## src/rtl/sport_pkg.sv

```systemverilog
// sport_pkg: shared widths, limits and captured-configuration type for the SPORT lane engine
package sport_pkg;
  localparam int DW_DEF = 16;
  localparam int NSLOT_DEF = 32;
  localparam int DIVW_DEF = 16;
  localparam int SLEN_W = $clog2(DW_DEF);
  localparam int SLOT_W = $clog2(NSLOT_DEF);
  localparam int SLEN_MIN = 2;
  typedef struct packed {
    logic [DIVW_DEF-1:0] div;
    logic [SLEN_W-1:0] slen;
    logic mce;
    logic [SLOT_W-1:0] slots_m1;
    logic lsbf;
  } cfg_t;
  function automatic logic [SLEN_W-1:0] eff_slen(input logic [SLEN_W-1:0] s);
    return s < SLEN_W'(SLEN_MIN) ? SLEN_W'(SLEN_MIN) : s;
  endfunction
endpackage

```

## src/rtl/sport_sclk_gen.sv

```systemverilog
// sport_sclk_gen: SCLK divider producing alternating rise/fall ticks, cleared while disabled
module sport_sclk_gen #(
  parameter int DIVW = 16
) (
  input  logic            DSPCLK,
  input  logic            RST,
  input  logic            en,
  input  logic [DIVW-1:0] div,
  output logic            sclk,
  output logic            rise,
  output logic            fall
);
  logic [DIVW-1:0] cnt;
  logic tick;
  assign tick = en && cnt == div;
  assign rise = tick && !sclk;
  assign fall = tick && sclk;
  always_ff @(posedge DSPCLK or posedge RST)
    if (RST) begin
      cnt <= '0;
      sclk <= 1'b0;
    end else if (!en) begin
      cnt <= '0;
      sclk <= 1'b0;
    end else if (tick) begin
      cnt <= '0;
      sclk <= ~sclk;
    end else
      cnt <= cnt + 1'b1;
endmodule

```

## src/rtl/sport_lane_engine.sv

```systemverilog
// sport_lane_engine: SPORT serial shift engine with SCLK/FS generation and TDM slot masking
// Define SPORT_LSBF_EN to add the LSBF port for LSB-first framing.
module sport_lane_engine
  import sport_pkg::*;
#(
  parameter int DW = DW_DEF,
  parameter int NSLOT = NSLOT_DEF,
  parameter int DIVW = DIVW_DEF
) (
  input  logic                     DSPCLK,
  input  logic                     RST,
  input  logic                     SP_EN,
  input  logic [DIVW-1:0]          SCLKDIV,
  input  logic [$clog2(DW)-1:0]    SLEN,
  input  logic                     MCE,
  input  logic [$clog2(NSLOT)-1:0] SLOTS_M1,
  input  logic [NSLOT-1:0]         TSLOT_MASK,
  input  logic [NSLOT-1:0]         RSLOT_MASK,
  input  logic                     LOOP,
  input  logic [DW-1:0]            TX_DATA,
  input  logic                     TX_VALID,
  output logic                     TX_READY,
  output logic [DW-1:0]            RX_DATA,
  output logic                     RX_VALID,
  input  logic                     RX_READY,
  output logic                     TX_UFL,
  output logic                     RX_OVF,
  input  logic                     RDx,
  output logic                     TDx,
  output logic                     SCLKo,
  output logic                     FSo,
  output logic [$clog2(NSLOT)-1:0] SLOT_NUM
`ifdef SPORT_LSBF_EN
  ,
  input  logic                     LSBF
`endif
);
  localparam int SW = $clog2(DW);
  localparam int TW = $clog2(NSLOT);
  cfg_t cfg;
  logic sp_en_d, en, rise, fall, start, bit_last, slot_last, tmask, rmask, take;
  logic tx_full, tx_bit, rx_en, done, rd, lsbf_in;
  logic [SW-1:0] bit_cnt, idx;
  logic [TW-1:0] msel;
  logic [DW-1:0] tx_buf, tx_sh, word, rx_sh, rx_base, rx_next;
`ifdef SPORT_LSBF_EN
  assign lsbf_in = LSBF;
`else
  assign lsbf_in = 1'b0;
`endif
  // The first enabled cycle only captures config; counting starts the cycle after.
  assign en = SP_EN && sp_en_d;
  sport_sclk_gen #(.DIVW(DIVW)) u_sclk (
    .DSPCLK(DSPCLK),
    .RST(RST),
    .en(en),
    .div(cfg.div),
    .sclk(SCLKo),
    .rise(rise),
    .fall(fall)
  );
  assign bit_last = bit_cnt == cfg.slen;
  assign slot_last = SLOT_NUM == cfg.slots_m1;
  assign start = rise && bit_cnt == '0;
  assign msel = cfg.mce ? SLOT_NUM : '0;
  assign tmask = TSLOT_MASK[msel];
  assign rmask = RSLOT_MASK[msel];
  assign take = start && tmask && tx_full;
  // A consuming slot start frees the buffer in the same cycle, so a new word can land at once.
  assign TX_READY = !tx_full || take;
  assign word = start ? (take ? tx_buf : '0) : tx_sh;
  assign idx = cfg.lsbf ? bit_cnt : cfg.slen - bit_cnt;
  assign rd = LOOP ? tx_bit : RDx;
  assign rx_base = bit_cnt == '0 ? '0 : rx_sh;
  assign rx_next = cfg.lsbf ? rx_base | (DW'(rd) << bit_cnt) : {rx_base[DW-2:0], rd};
  assign done = fall && bit_last && rx_en;
  assign TDx = !LOOP && tx_bit;
  always_ff @(posedge DSPCLK or posedge RST)
    if (RST) begin
      sp_en_d <= 1'b0;
      cfg <= '0;
      tx_buf <= '0;
      tx_full <= 1'b0;
      tx_sh <= '0;
      tx_bit <= 1'b0;
      rx_sh <= '0;
      rx_en <= 1'b0;
      bit_cnt <= '0;
      SLOT_NUM <= '0;
      FSo <= 1'b0;
      RX_DATA <= '0;
      RX_VALID <= 1'b0;
      TX_UFL <= 1'b0;
      RX_OVF <= 1'b0;
    end else begin
      sp_en_d <= SP_EN;
      TX_UFL <= 1'b0;
      RX_OVF <= 1'b0;
      if (SP_EN && !sp_en_d)
        cfg <= '{div: SCLKDIV, slen: eff_slen(SLEN), mce: MCE, slots_m1: SLOTS_M1, lsbf: lsbf_in};
      if (TX_VALID && TX_READY) begin
        tx_buf <= TX_DATA;
        tx_full <= 1'b1;
      end else if (take)
        tx_full <= 1'b0;
      if (done && (!RX_VALID || RX_READY)) begin
        RX_DATA <= rx_next;
        RX_VALID <= 1'b1;
      end else if (RX_VALID && RX_READY)
        RX_VALID <= 1'b0;
      if (!en) begin
        bit_cnt <= '0;
        SLOT_NUM <= '0;
        FSo <= 1'b0;
        tx_sh <= '0;
        tx_bit <= 1'b0;
        rx_sh <= '0;
        rx_en <= 1'b0;
      end else begin
        if (rise) begin
          tx_bit <= word[idx];
          FSo <= bit_cnt == '0 && SLOT_NUM == '0;
        end
        if (start) begin
          tx_sh <= word;
          rx_en <= rmask;
          TX_UFL <= tmask && !tx_full;
        end
        if (fall) begin
          rx_sh <= rx_next;
          RX_OVF <= done && RX_VALID && !RX_READY;
          bit_cnt <= bit_last ? '0 : bit_cnt + 1'b1;
          if (bit_last)
            SLOT_NUM <= (!cfg.mce || slot_last) ? '0 : SLOT_NUM + 1'b1;
        end
      end
    end
endmodule

```

## config.mk

```make
export PLATFORM = sky130hd
export DESIGN_NAME = sport_lane_engine
export DESIGN_NICKNAME = d
export VERILOG_FILES = /design/src/rtl/sport_pkg.sv /design/src/rtl/sport_sclk_gen.sv /design/src/rtl/sport_lane_engine.sv
export SDC_FILE = /design/constraint.sdc
export NUM_CORES = 1
export LEC_CHECK = 0
export CAP_MARGIN = 10
export CORE_MARGIN = 2
export CORE_UTILIZATION = 50
export DETAILED_ROUTE_END_ITERATION = 16
export PLACE_DENSITY = 0.86
export RECOVER_POWER = 25
export SYNTH_ARGS = -nofsm -noshare
export SYNTH_HDL_FRONTEND = slang
export SYNTH_SLANG_ARGS = --single-unit
```

## constraint.sdc

```tcl
create_clock -name DSPCLK -period 7.29 [get_ports DSPCLK]
set_input_delay 0.729 -clock DSPCLK [delete_from_list [all_inputs] [get_ports DSPCLK]]
set_output_delay 0.729 -clock DSPCLK [all_outputs]
set_load 0.01 [all_outputs]
```

== Word level (Yosys, flattened, before mapping) ==
Cells that the tools add are included.
W data, S select, Z words.
Storage, ports and cells
  register bits after elaboration: 123
  output and inout port bits: 28
  logic and storage cells: 110
Operators by class
  add/subtract/negate cells: 4
  magnitude comparators: 3
  equal/unequal tests: 8
  mux-type cells: 41
  bitwise operators: 1
  reduce and logical (&&, ||, !) cells: 33
Operators with widths (count)
  $mux W16: 6
  $mux W15: 3
  $mux W5: 5
  $mux W1: 20
  $logic_and A1 B1 Y1: 18
  $add A16 B1 Y16 const B: 1
  $eq A16 B16 Y1: 1
  $mux W4: 4
  $bmux W1 S5: 2
  $ne A2 B2 Y1 const B: 5
  $logic_not A1 Y1: 7
  $lt A5 B6 Y1 const B: 1
  $add A5 B1 Y5 const B: 1
  $eq A5 B5 Y1: 1
  $logic_not A5 Y1: 1
  $lt A4 B5 Y1 const B: 1
  $add A4 B1 Y4 const B: 1
  $bmux W1 S4: 1
  $eq A4 B4 Y1: 1
  $logic_not A4 Y1: 1
  $lt A4 B2 Y1 const B: 1
  $reduce_bool A2 Y1: 2
  $sub A4 B4 Y4: 1
  $logic_or A1 B1 Y1: 3
  other kinds (2): 2

== Longest topological paths before layout ==
Gate-level depths: netlist of run 1.
  depth after elaboration: 12
  depth in mapped cells: 12
  depth with buffers taken out: 11

== Modules after synthesis ==
Synthesis of run 1 repeated with hierarchy kept, for this count alone.
Unflattened totals
  cell total of the unflattened synthesis: 627
  area total of the unflattened synthesis: 6533.8 um^2
By module, submodules not included
  sport_lane_engine: instances 1, cells an instance 521, area an instance 5525.3 um^2
  sport_sclk_gen: instances 1, cells an instance 106, area an instance 1008.5 um^2

== Worst setup path after synthesis of run 1 ==
Ideal clock, no wire load.
  path kind: in2reg
  start: input TSLOT_MASK[7]
  end: register tx_bit
  library setup time: 0.129 ns
  data arrival time: 2.741 ns
  path slack: 4.421 ns
  cell stages on the path: 10
  buffers on the path: 1
  cell sequence: mux4_2 -> a21o_1 -> a22o_1 -> nand3_2 -> a211oi_2 -> buf_6 -> a22o_1 -> mux4_2 -> o2111ai_1 -> nand3_1
On the way
  longest elaborated chain between the ends: 10
RTL lines
  start: declaration: RTL line sport_lane_engine.sv:17  | input logic [NSLOT-1:0] TSLOT_MASK,
  $bmux W1 S5: RTL line sport_lane_engine.sv:66  | assign tmask = TSLOT_MASK[msel];
  $mux W1 (implied by the code): RTL line sport_lane_engine.sv:66
  $logic_and A1 B1 Y1 (2 in a row): RTL line sport_lane_engine.sv:68  | assign take = start && tmask && tx_full;
  $mux W16 (2 in a row): RTL line sport_lane_engine.sv:71  | assign word = start ? (take ? tx_buf : '0) : tx_sh;
  $bmux W1 S4: RTL line sport_lane_engine.sv:121  | tx_bit <= word[idx];
  $mux W1 (implied by the code): RTL line sport_lane_engine.sv:121
  $mux W1: RTL line sport_lane_engine.sv:120  | if (rise) begin
  $mux W1: RTL line sport_lane_engine.sv:111  | if (!en) begin
  end signal: assignment: RTL line sport_lane_engine.sv:121
  end: declaration: RTL line sport_lane_engine.sv:42  | logic tx_full, tx_bit, rx_en, done, rd, lsbf_in;
No other way between the ends. The select of a mux whose other input is x is not followed.
A chain may end at the register's enable or synchronous reset.

== Worst setup path in the final report of run 1 ==
  start: input SP_EN
  end: output TX_READY
On the way
  longest elaborated chain between the ends: 7
RTL lines
  start: declaration: RTL line sport_lane_engine.sv:12  | input logic SP_EN,
  $logic_and A1 B1 Y1: RTL line sport_lane_engine.sv:52  | assign en = SP_EN && sp_en_d;
  $logic_and A1 B1 Y1: RTL line sport_sclk_gen.sv:15  | assign tick = en && cnt == div;
  $logic_and A1 B1 Y1: RTL line sport_sclk_gen.sv:16  | assign rise = tick && !sclk;
  $logic_and A1 B1 Y1: RTL line sport_lane_engine.sv:64  | assign start = rise && bit_cnt == '0;
  $logic_and A1 B1 Y1 (2 in a row): RTL line sport_lane_engine.sv:68
  $logic_or A1 B1 Y1: RTL line sport_lane_engine.sv:70  | assign TX_READY = !tx_full || take;
  end: declaration: RTL line sport_lane_engine.sv:22  | output logic TX_READY,
No other way between the ends.

==> results of run 1 <==
## per-stage QoR
step | instances | utilization
6_report | 925 | 0.683
5_1_grt | 925 | 0.683
4_1_cts | 922 | 0.681
3_5_place_dp | 890 | 0.625
3_3_place_gp | 890 | 0.625
2_1_floorplan | 611 | -
## worst min-delay path by stage
stage | from | end | slack (ps) | cells after the start
CTS | RX_DATA[12]$_DFFE_PP0P_ | RX_DATA[12]$_DFFE_PP0P_ | 490 | 2
finish | RX_DATA[1]$_DFFE_PP0P_ | RX_DATA[1]$_DFFE_PP0P_ | 480 | 2
global route | RX_DATA[9]$_DFFE_PP0P_ | RX_DATA[9]$_DFFE_PP0P_ | 500 | 2
detailed placement | RX_DATA[5]$_DFFE_PP0P_ | RX_DATA[5]$_DFFE_PP0P_ | 480 | 2
global placement | RX_DATA[15]$_DFFE_PP0P_ | RX_DATA[15]$_DFFE_PP0P_ | 460 | 2
floorplan | rx_sh[0]$_DFFE_PP0P_ | rx_sh[0]$_DFFE_PP0P_ | 470 | 2
## synth_stat cells, types with 4 or more instances
library cell               count
sky130_fd_sc_hd__a21o_1        6
sky130_fd_sc_hd__a21oi_1      25
sky130_fd_sc_hd__a221oi_1      6
sky130_fd_sc_hd__a22o_1        5
sky130_fd_sc_hd__a22oi_1      10
sky130_fd_sc_hd__and2_1        9
sky130_fd_sc_hd__buf_1         5
sky130_fd_sc_hd__clkbuf_1     24
sky130_fd_sc_hd__dfrtp_1     123
sky130_fd_sc_hd__ha_1          8
sky130_fd_sc_hd__inv_1        17
sky130_fd_sc_hd__mux2_2       42
sky130_fd_sc_hd__mux2i_1       6
sky130_fd_sc_hd__mux4_2       10
sky130_fd_sc_hd__nand2_1      69
sky130_fd_sc_hd__nand2b_1     10
sky130_fd_sc_hd__nand3_1      26
sky130_fd_sc_hd__nand4_1      10
sky130_fd_sc_hd__nor2_1       48
sky130_fd_sc_hd__nor2b_1       8
sky130_fd_sc_hd__nor3_1        8
sky130_fd_sc_hd__o21ai_0      43
sky130_fd_sc_hd__or3_1         4
sky130_fd_sc_hd__xnor2_1      28
sky130_fd_sc_hd__xor2_1        8
## report_power, final
group          switching [mW]  internal, mW
combinational          0.0866         0.125
sequential             0.0324         0.716
clock                   0.308         0.704
## state kept, by name, indices dropped and copies added (netlist names), 4 cells and up
name        count
RX_DATA        16
bit_cnt         4
cfg            26
rx_sh          15
tx_buf         16
tx_sh          16
u_sclk.cnt     16
SLOT_NUM        5
## layout make-up
class	count	area, µm²
Timing Repair Buffer	144	1440
Fill cell	928	3950
Inverter	17	65.1
Clock inverter	11	238
Antenna cell	1	2.50
Sequential cell	123	3080
Tap cell	172	215
Clock buffer	21	470
Multi-Input combinational cell	436	3010
## worst min-delay path, delay by kind of cell, from the launching register on
| kind | cells | cell delay (ps) |
|---|---|---|
| DFF | 1 | 330 |
| AOI/OAI and AO/OA | 1 | 60 |
| and+or+nand+nor | 1 | 50 |
## routing by layer
metal	up-vias	track usage	share of wire
met5	-	0	0
met4	0	0.0952	0.025
met3	39	0.0540	0.052
met2	193	0.432	0.51
met1	2565	0.299	0.41
li1	2423	-	-
## cells by family after synthesis
group,after synthesis
xor+xnor,36
flops,123
mux,59
compound gates,124
buf+inv,52
fa+ha+maj,9
simple gates,208
==> metrics.md, run 1 <==
| Metric | Value |
|---|---|
| Number of buffers added for setup after CTS | 0 |
| Min-Delay Path Class | reg2reg |
| Worst slack, placed | ~2300 ps |
| Sequential area share after synthesis | 0.488 |
| Most common cell type on the critical path | sky130_fd_sc_hd__nand2_1 |
| Clock tree from TritonCTS | done |
| Worst Reg-to-Reg Cells | 8 |
| X dimension of the die | about 120 µm |
| Final hold slack | 478 ps |
| Wire length of the first global-routing pass | 25700 µm |
| Number of DRC markers in iteration 0 | roughly 350 |
| Ys Warns | 0 |
| Setup slack of the most critical reg-to-reg path | between 3000 and 4000 ps |
| Most frequently used flop master after synthesis | sky130_fd_sc_hd__dfrtp_1 |
| Count of unique library cells instantiated by Yosys | 60 |
| Clock network latency to the later pin of the worst-skew pair | 410 ps |
| Cell type contributing the most total cell area after synthesis | sky130_fd_sc_hd__dfrtp_1 |
| Worst stage delay on the critical path | approximately 640 ps |
| Clock root buffer | sky130_fd_sc_hd__clkbuf_16 |
| Synthesized cell area | approximately 6300 µm² |
| Ratio of cells with drive above 1 in the final layout | 0.128 |
| Vias per inst | around 5.6 |
| Detailed-route via count | approximately 5200 |
| Sum of net half-perimeters after detailed placement | around 11000 µm |
| Critical path origin | SP_EN |
| Reg-to-reg critical path startpoint | u_sclk.cnt[9]$_DFF_PP0_ |
| Clock slew at the register clock pins of the worst setup and hold paths | 50 ps |
| Residual DRC | 0 |
| Critical path required time | roughly 6600 ps |
| Largest family of logic cells by synthesized area | simple AND/OR/NAND/NOR gates |
| CP Max Fanout | 27 |
| Startpoint type of the worst setup path | input pin |
| Maximum clock path buffer count | 2 |
| Critical setup path kind | in2out |
| Count of instances resized after the clock tree is built | 0 |
| Max-capacitance violation count | 1 |
| Post-synthesis to final-layout area growth | 35.2% |
| Run status | finished, violations left |
| CP top delay family | simple AND/OR/NAND/NOR gates |
| Post-synthesis share of cell area spent on full adders, half adders and majority gates | 0.0191 |
| Total Wirelength | 16000 µm |
| CTS hold repair buffers | 0 |
| Initial antenna violation count | 1 |
| Unrepaired setup endpoints after global routing | no |
| Clock buffers created by TritonCTS | 17 |
| Failing checks | capacitance limit, slew limit |
| Top-area cell type share of the netlist area | 0.488 |
| Die ar. | 13500 µm² |
| Total Routing Usage GR | 0.247 |
| Initial Util | 0.506 |
| Overall power after layout | 1.97 mW |
| Async set-reset flop share out of synthesis | 1.00 |
| Most common cell after layout, fill and taps aside | sky130_fd_sc_hd__clkdlybuf4s50_1 |
| Count of flip-flops with a built-in enable after synthesis | 0 |
| Detail-routed net length per standard cell | ~17 µm |
| Commonest cells after routing, fill and taps aside | 135 x sky130_fd_sc_hd__clkdlybuf4s50_1, 123 x sky130_fd_sc_hd__dfrtp_1, 69 x sky130_fd_sc_hd__nand2_1 |
| Element type at the critical path end | primary output |
| DR pass1 iterations | 5 |
| Capturing instance or port of the critical path | TX_READY |
| Antenna viol nets, final | 0 |
| Leading cell types by total area after synthesis | sky130_fd_sc_hd__dfrtp_1 49%, sky130_fd_sc_hd__mux2_2 7.5%, sky130_fd_sc_hd__nand2_1 4.1%, sky130_fd_sc_hd__xnor2_1 3.9%, sky130_fd_sc_hd__mux4_2 3.6% |
| RR Endpoint | RX_DATA[13]$_DFFE_PP0P_ |
| Final setup violation count | 0 |
| Period Utilization, post-route | 0.669 |
| IR Drop Worst-Case VDD | ~0.00014 V |
| Relative max-transition margin | -0.632 |
| PortBufs | 140 |
| Height of the die | around 120 µm |
| Congestion Overflow GR | 0 |
| Worst path cell trace | dlygate4sd3_1, nand2_1, nor3_1, nand2_1, a21o_1, nand2_1, clkdlybuf4s50_1 |
| Fmax | 205 MHz |
| Per-instance average area after synthesis | roughly 10 µm² |
| Synth Area in Simple Gates | 0.159 |
| CTS Sinks | 123 |
| Seq cells post-synth | roughly 120 |
| Multiplexer share of the synthesized area | 0.123 |
| Final period demand of the worst path | 4880 ps |
| Number of global-route vias before repair | ~5300 |
| Total nets after synthesis | around 730 |
| Buf+Inv Stages, Crit Path | 2 |
| H-tree lvl count | 4 |
| Cell area power density | between 200 and 250 nW/µm² |
| Endpoint arrival time on the critical path | a little over 4000 ps |
| Final setup skew | roughly 11 ps |
| Transition at the pin with the smallest max-transition slack | 2430 ps |
| Final RePlAce weighted congestion | between 0.8 and 0.9 |
| Mapped Cells | between 600 and 700 |
| Number of primary I/O pins | roughly 140 |
| Final Max Tran Viols | between 50 and 60 |
| Number of logic stages on the critical path including buffering | 7 |
| Post-route setup TNS | 0 ps |
| Core area | between 10000 and 15000 µm² |
| Final worst-path setup slack | approximately 2400 ps |
| Fraction of the mapped netlist area in compound gates | 0.126 |
| Number of endpoints with negative hold slack in the final report | 0 |
| Parity-gate share of the synthesized area counting xor and xnor cells | 0.0500 |
| Largest net degree at the start of global routing | 69 |
| Area of all placed cells without fillers | ~8500 µm² |
| Crit path max-delay cell type | sky130_fd_sc_hd__nand2_1 |
| Leakage component of the power | 3.52 nW |
| Placement row count | 41 |
| Nets | around 860 |
| Cell area after placement | 7790 µm² |
No activity file was read; power rests on OpenSTA's default activity.
==> inputs of run 2 (changes only) <==
--- a/config.mk
+++ b/config.mk
@@ -7,9 +7,9 @@
 export LEC_CHECK = 0
 export CAP_MARGIN = 10
 export CORE_MARGIN = 2
-export CORE_UTILIZATION = 50
+export CORE_UTILIZATION = 46
 export DETAILED_ROUTE_END_ITERATION = 16
-export PLACE_DENSITY = 0.86
+export PLACE_DENSITY = 0.84
 export RECOVER_POWER = 25
 export SYNTH_ARGS = -nofsm -noshare
 export SYNTH_HDL_FRONTEND = slang
==> constraint.sdc (replaced) <==
create_clock -name DSPCLK -period 4.4 [get_ports DSPCLK]
set_input_delay 0.44 -clock DSPCLK [delete_from_list [all_inputs] [get_ports DSPCLK]]
set_output_delay 0.44 -clock DSPCLK [all_outputs]
set_load 0.01 [all_outputs]
==> run 2 against run 1 <==
Compared with the run above: power rose by 58%; utilization fell by 4.3 points; the flow still finishes with violations (capacitance limit, slew limit); register-to-register slack got worse by 2500 ps; global-route usage shrank 2.1 points; sequential power increased by 66%; final cell count rose by 0.86%; largest cell class unchanged; non-clock buffer count rose by 5; flip-flop and latch count unchanged; critical path type is now reg2out; die area grew 8.4%; clock skew decreased by 4.4 ps.
==> metrics.md, run 2 (synthesized netlist as in run 1, its figures left out) <==
| Metric | Value |
|---|---|
| Clock buffers created by TritonCTS | 17 |
| Wire length of the first global-routing pass | between 20000 and 30000 µm |
| Worst hold path startpoint | RX_DATA[5]$_DFFE_PP0P_ |
| Cell area after placement | 7840 µm² |
| Critical path origin | bit_cnt[1]$_DFFE_PP0P_ |
| CP Max Fanout | 26 |
| Leakage component of the power | 3.50 nW |
| Total instance count after detailed placement | 900 |
| Unrepaired setup endpoints after global routing | no |
| Biggest register | cfg |
| Endpoint arrival time on the critical path | between 3000 and 4000 ps |
| Die ar. | 14700 µm² |
| Switching component of the power | between 0.6 and 0.7 mW |
| Detailed-route via count | 5227 |
| Maximum clock path buffer count | 2 |
| Max-capacitance violation count | 1 |
| Congestion Overflow GR | 0 |
| Vias per inst | 5.60 |
| Internal cell power | 2.42 mW |
| Element type at the critical path end | primary output |
| Portion of total power attributed to combinational logic | 0.114 |
| Clock tree from TritonCTS | done |
| Core area | 13300 µm² |
| Failing checks | capacitance limit, slew limit |
| Placement row count | between 40 and 50 |
| Total Wirelength | roughly 16000 µm |
| Largest net degree at the start of global routing | between 50 and 60 |
| Seq pwr share | 0.399 |
| Cell area power density | between 300 and 400 nW/µm² |
| Post-synthesis to final-layout area growth | 35.1% |
| Residual DRC | 0 |
| Number of flip-flops in the largest register | 26 |
| Final period demand of the worst path | 3920 ps |
| Run status | finished, violations left |
| Detail-routed net length per standard cell | 17.0 µm |
| Final setup skew | about 6.4 ps |
| Number of global-route vias before repair | ~5300 |
| Final setup violation count | 0 |
| Initial antenna violation count | 0 |
| Total Routing Usage GR | 0.226 |
| Startpoint type of the worst setup path | register |
| Area of all placed cells without fillers | roughly 8500 µm² |
| IR Drop Worst-Case VDD | around 0.00027 V |
| X dimension of the die | 121 µm |
| Initial Util | 0.474 |
| Ratio of cells with drive above 1 in the final layout | 0.135 |
| Final Max Tran Viols | between 50 and 60 |
| Commonest cells after routing, fill and taps aside | 138 x sky130_fd_sc_hd__clkdlybuf4s50_1, 123 x sky130_fd_sc_hd__dfrtp_1, 69 x sky130_fd_sc_hd__nand2_1 |
| Critical setup path kind | reg2out |
| Sum of net half-perimeters after detailed placement | about 11000 µm |
| Fin util | 0.641 |
| DR pass1 iterations | 5 |
| Number of buffers added for setup after CTS | 0 |
| Critical path required time | ~4000 ps |
| Count of instances resized after the clock tree is built | 0 |
| Final std cells w/o fill | between 900 and 1000 |
| Final RePlAce weighted congestion | roughly 0.86 |
| Number of endpoints with negative hold slack in the final report | 0 |
| Most common cell after layout, fill and taps aside | sky130_fd_sc_hd__clkdlybuf4s50_1 |
| Reg-to-reg critical path startpoint | bit_cnt[1]$_DFFE_PP0P_ |
| Antenna viol nets, final | 0 |
| Clock slew at the register clock pins of the worst setup and hold paths | roughly 50 ps |
| Antenna diode instance count | 0 |
| Height of the die | roughly 120 µm |
| Number of primary I/O pins | ~140 |
| PortBufs | 140 |
| Transition at the pin with the smallest max-transition slack | approximately 2300 ps |
| Period Utilization, post-route | 0.892 |
| Min-Delay Path Class | reg2reg |
| Nets | between 800 and 900 |
| Number of DRC markers in iteration 0 | about 420 |
| Worst Reg-to-Reg Cells | 12 |
| Portion of total power attributed to the clock network | 0.487 |
| Relative max-transition margin | -0.519 |
| Clock network latency to the later pin of the worst-skew pair | 410 ps |
| Clock root buffer | sky130_fd_sc_hd__clkbuf_16 |
| Post-route setup TNS | 0 ps |
| Min-Delay Path Depth | 2 |
| Switching Fraction | 0.221 |
| CTS hold repair buffers | 0 |
| CTS Sinks | ~120 |
| Fmax | between 200 and 300 MHz |
| H-tree lvl count | 4 |
==> run 2: cell count changes in the layout (fill, tap and decap cells not counted), sizes merged <==
| cell | change |
|---|---|
| buf | +4 |
| clkinvlp | +4 |
| bufinv | -3 |
| clkbuf | +3 |
| clkdlybuf4s50 | +3 |
| clkinv | -3 |
| dlygate4sd3 | -3 |
| diode | -1 |
==> run 2: cell type report <==
class | instances | area (µm²)
clock buffer | 23 | 498
clock inverter | 9 | 159
fill | 1000 | 4780
inverter | 17 | 65.1
multi-input combinational | 436 | 3010
sequential | 123 | 3080
tap | 176 | 220
timing repair buffer | 149 | 1490
==> run 2: per-stage QoR <==
stage,hold slack [ps],total power [mW],setup slack [ps]
floorplan,469,1.45,689
global placement,464,1.59,1120
detailed placement,471,1.61,909
CTS,482,3.13,479
global route,500,3.23,232
finish,482,3.11,477
==> run 2: critical path, cell delays in order (launching register included) <==
cell and delay (ps):
sky130_fd_sc_hd__dfrtp_1 440, sky130_fd_sc_hd__inv_1 110, sky130_fd_sc_hd__ha_1 140, sky130_fd_sc_hd__or3b_1 600, sky130_fd_sc_hd__nor3_1 460, sky130_fd_sc_hd__nand2_1 150
sky130_fd_sc_hd__buf_4 260, sky130_fd_sc_hd__a21o_1 220, sky130_fd_sc_hd__nand2_1 130, sky130_fd_sc_hd__clkdlybuf4s50_1 580
==> run 2: worst paths after layout <==
path / endpoint / slack, ps
worst max register to register: tx_bit$_DFFE_PP0P_ / 840
max in group asynchronous: bit_cnt[3]$_DFFE_PP0P_ / 1630
worst min register to register: RX_DATA[5]$_DFFE_PP0P_ / 480
worst max-delay path: TX_READY / 480
min in group asynchronous: tx_buf[12]$_DFFE_PP0P_ / 1100
worst min-delay path: RX_DATA[5]$_DFFE_PP0P_ / 480
==> run 2: power groups by stage <==
| stage | Combinational (mW) | Sequential [mW] | Clock [mW] |
|---|---|---|---|
| floorplan | 0.212 | 1.24 | 0 |
| global placement | 0.336 | 1.26 | 0 |
| detailed placement | 0.349 | 1.26 | 0 |
| CTS | 0.354 | 1.24 | 1.53 |
| global route | 0.385 | 1.25 | 1.59 |
| finish | 0.354 | 1.24 | 1.52 |
==> run 2: layer usage <==
metal	share of wire	vias to the layer above	GRT usage
met4	0.021	0	0.0778
met5	0	-	0
met1	0.40	2607	0.275
met2	0.52	163	0.393
met3	0.053	31	0.0545
li1	-	2426	-
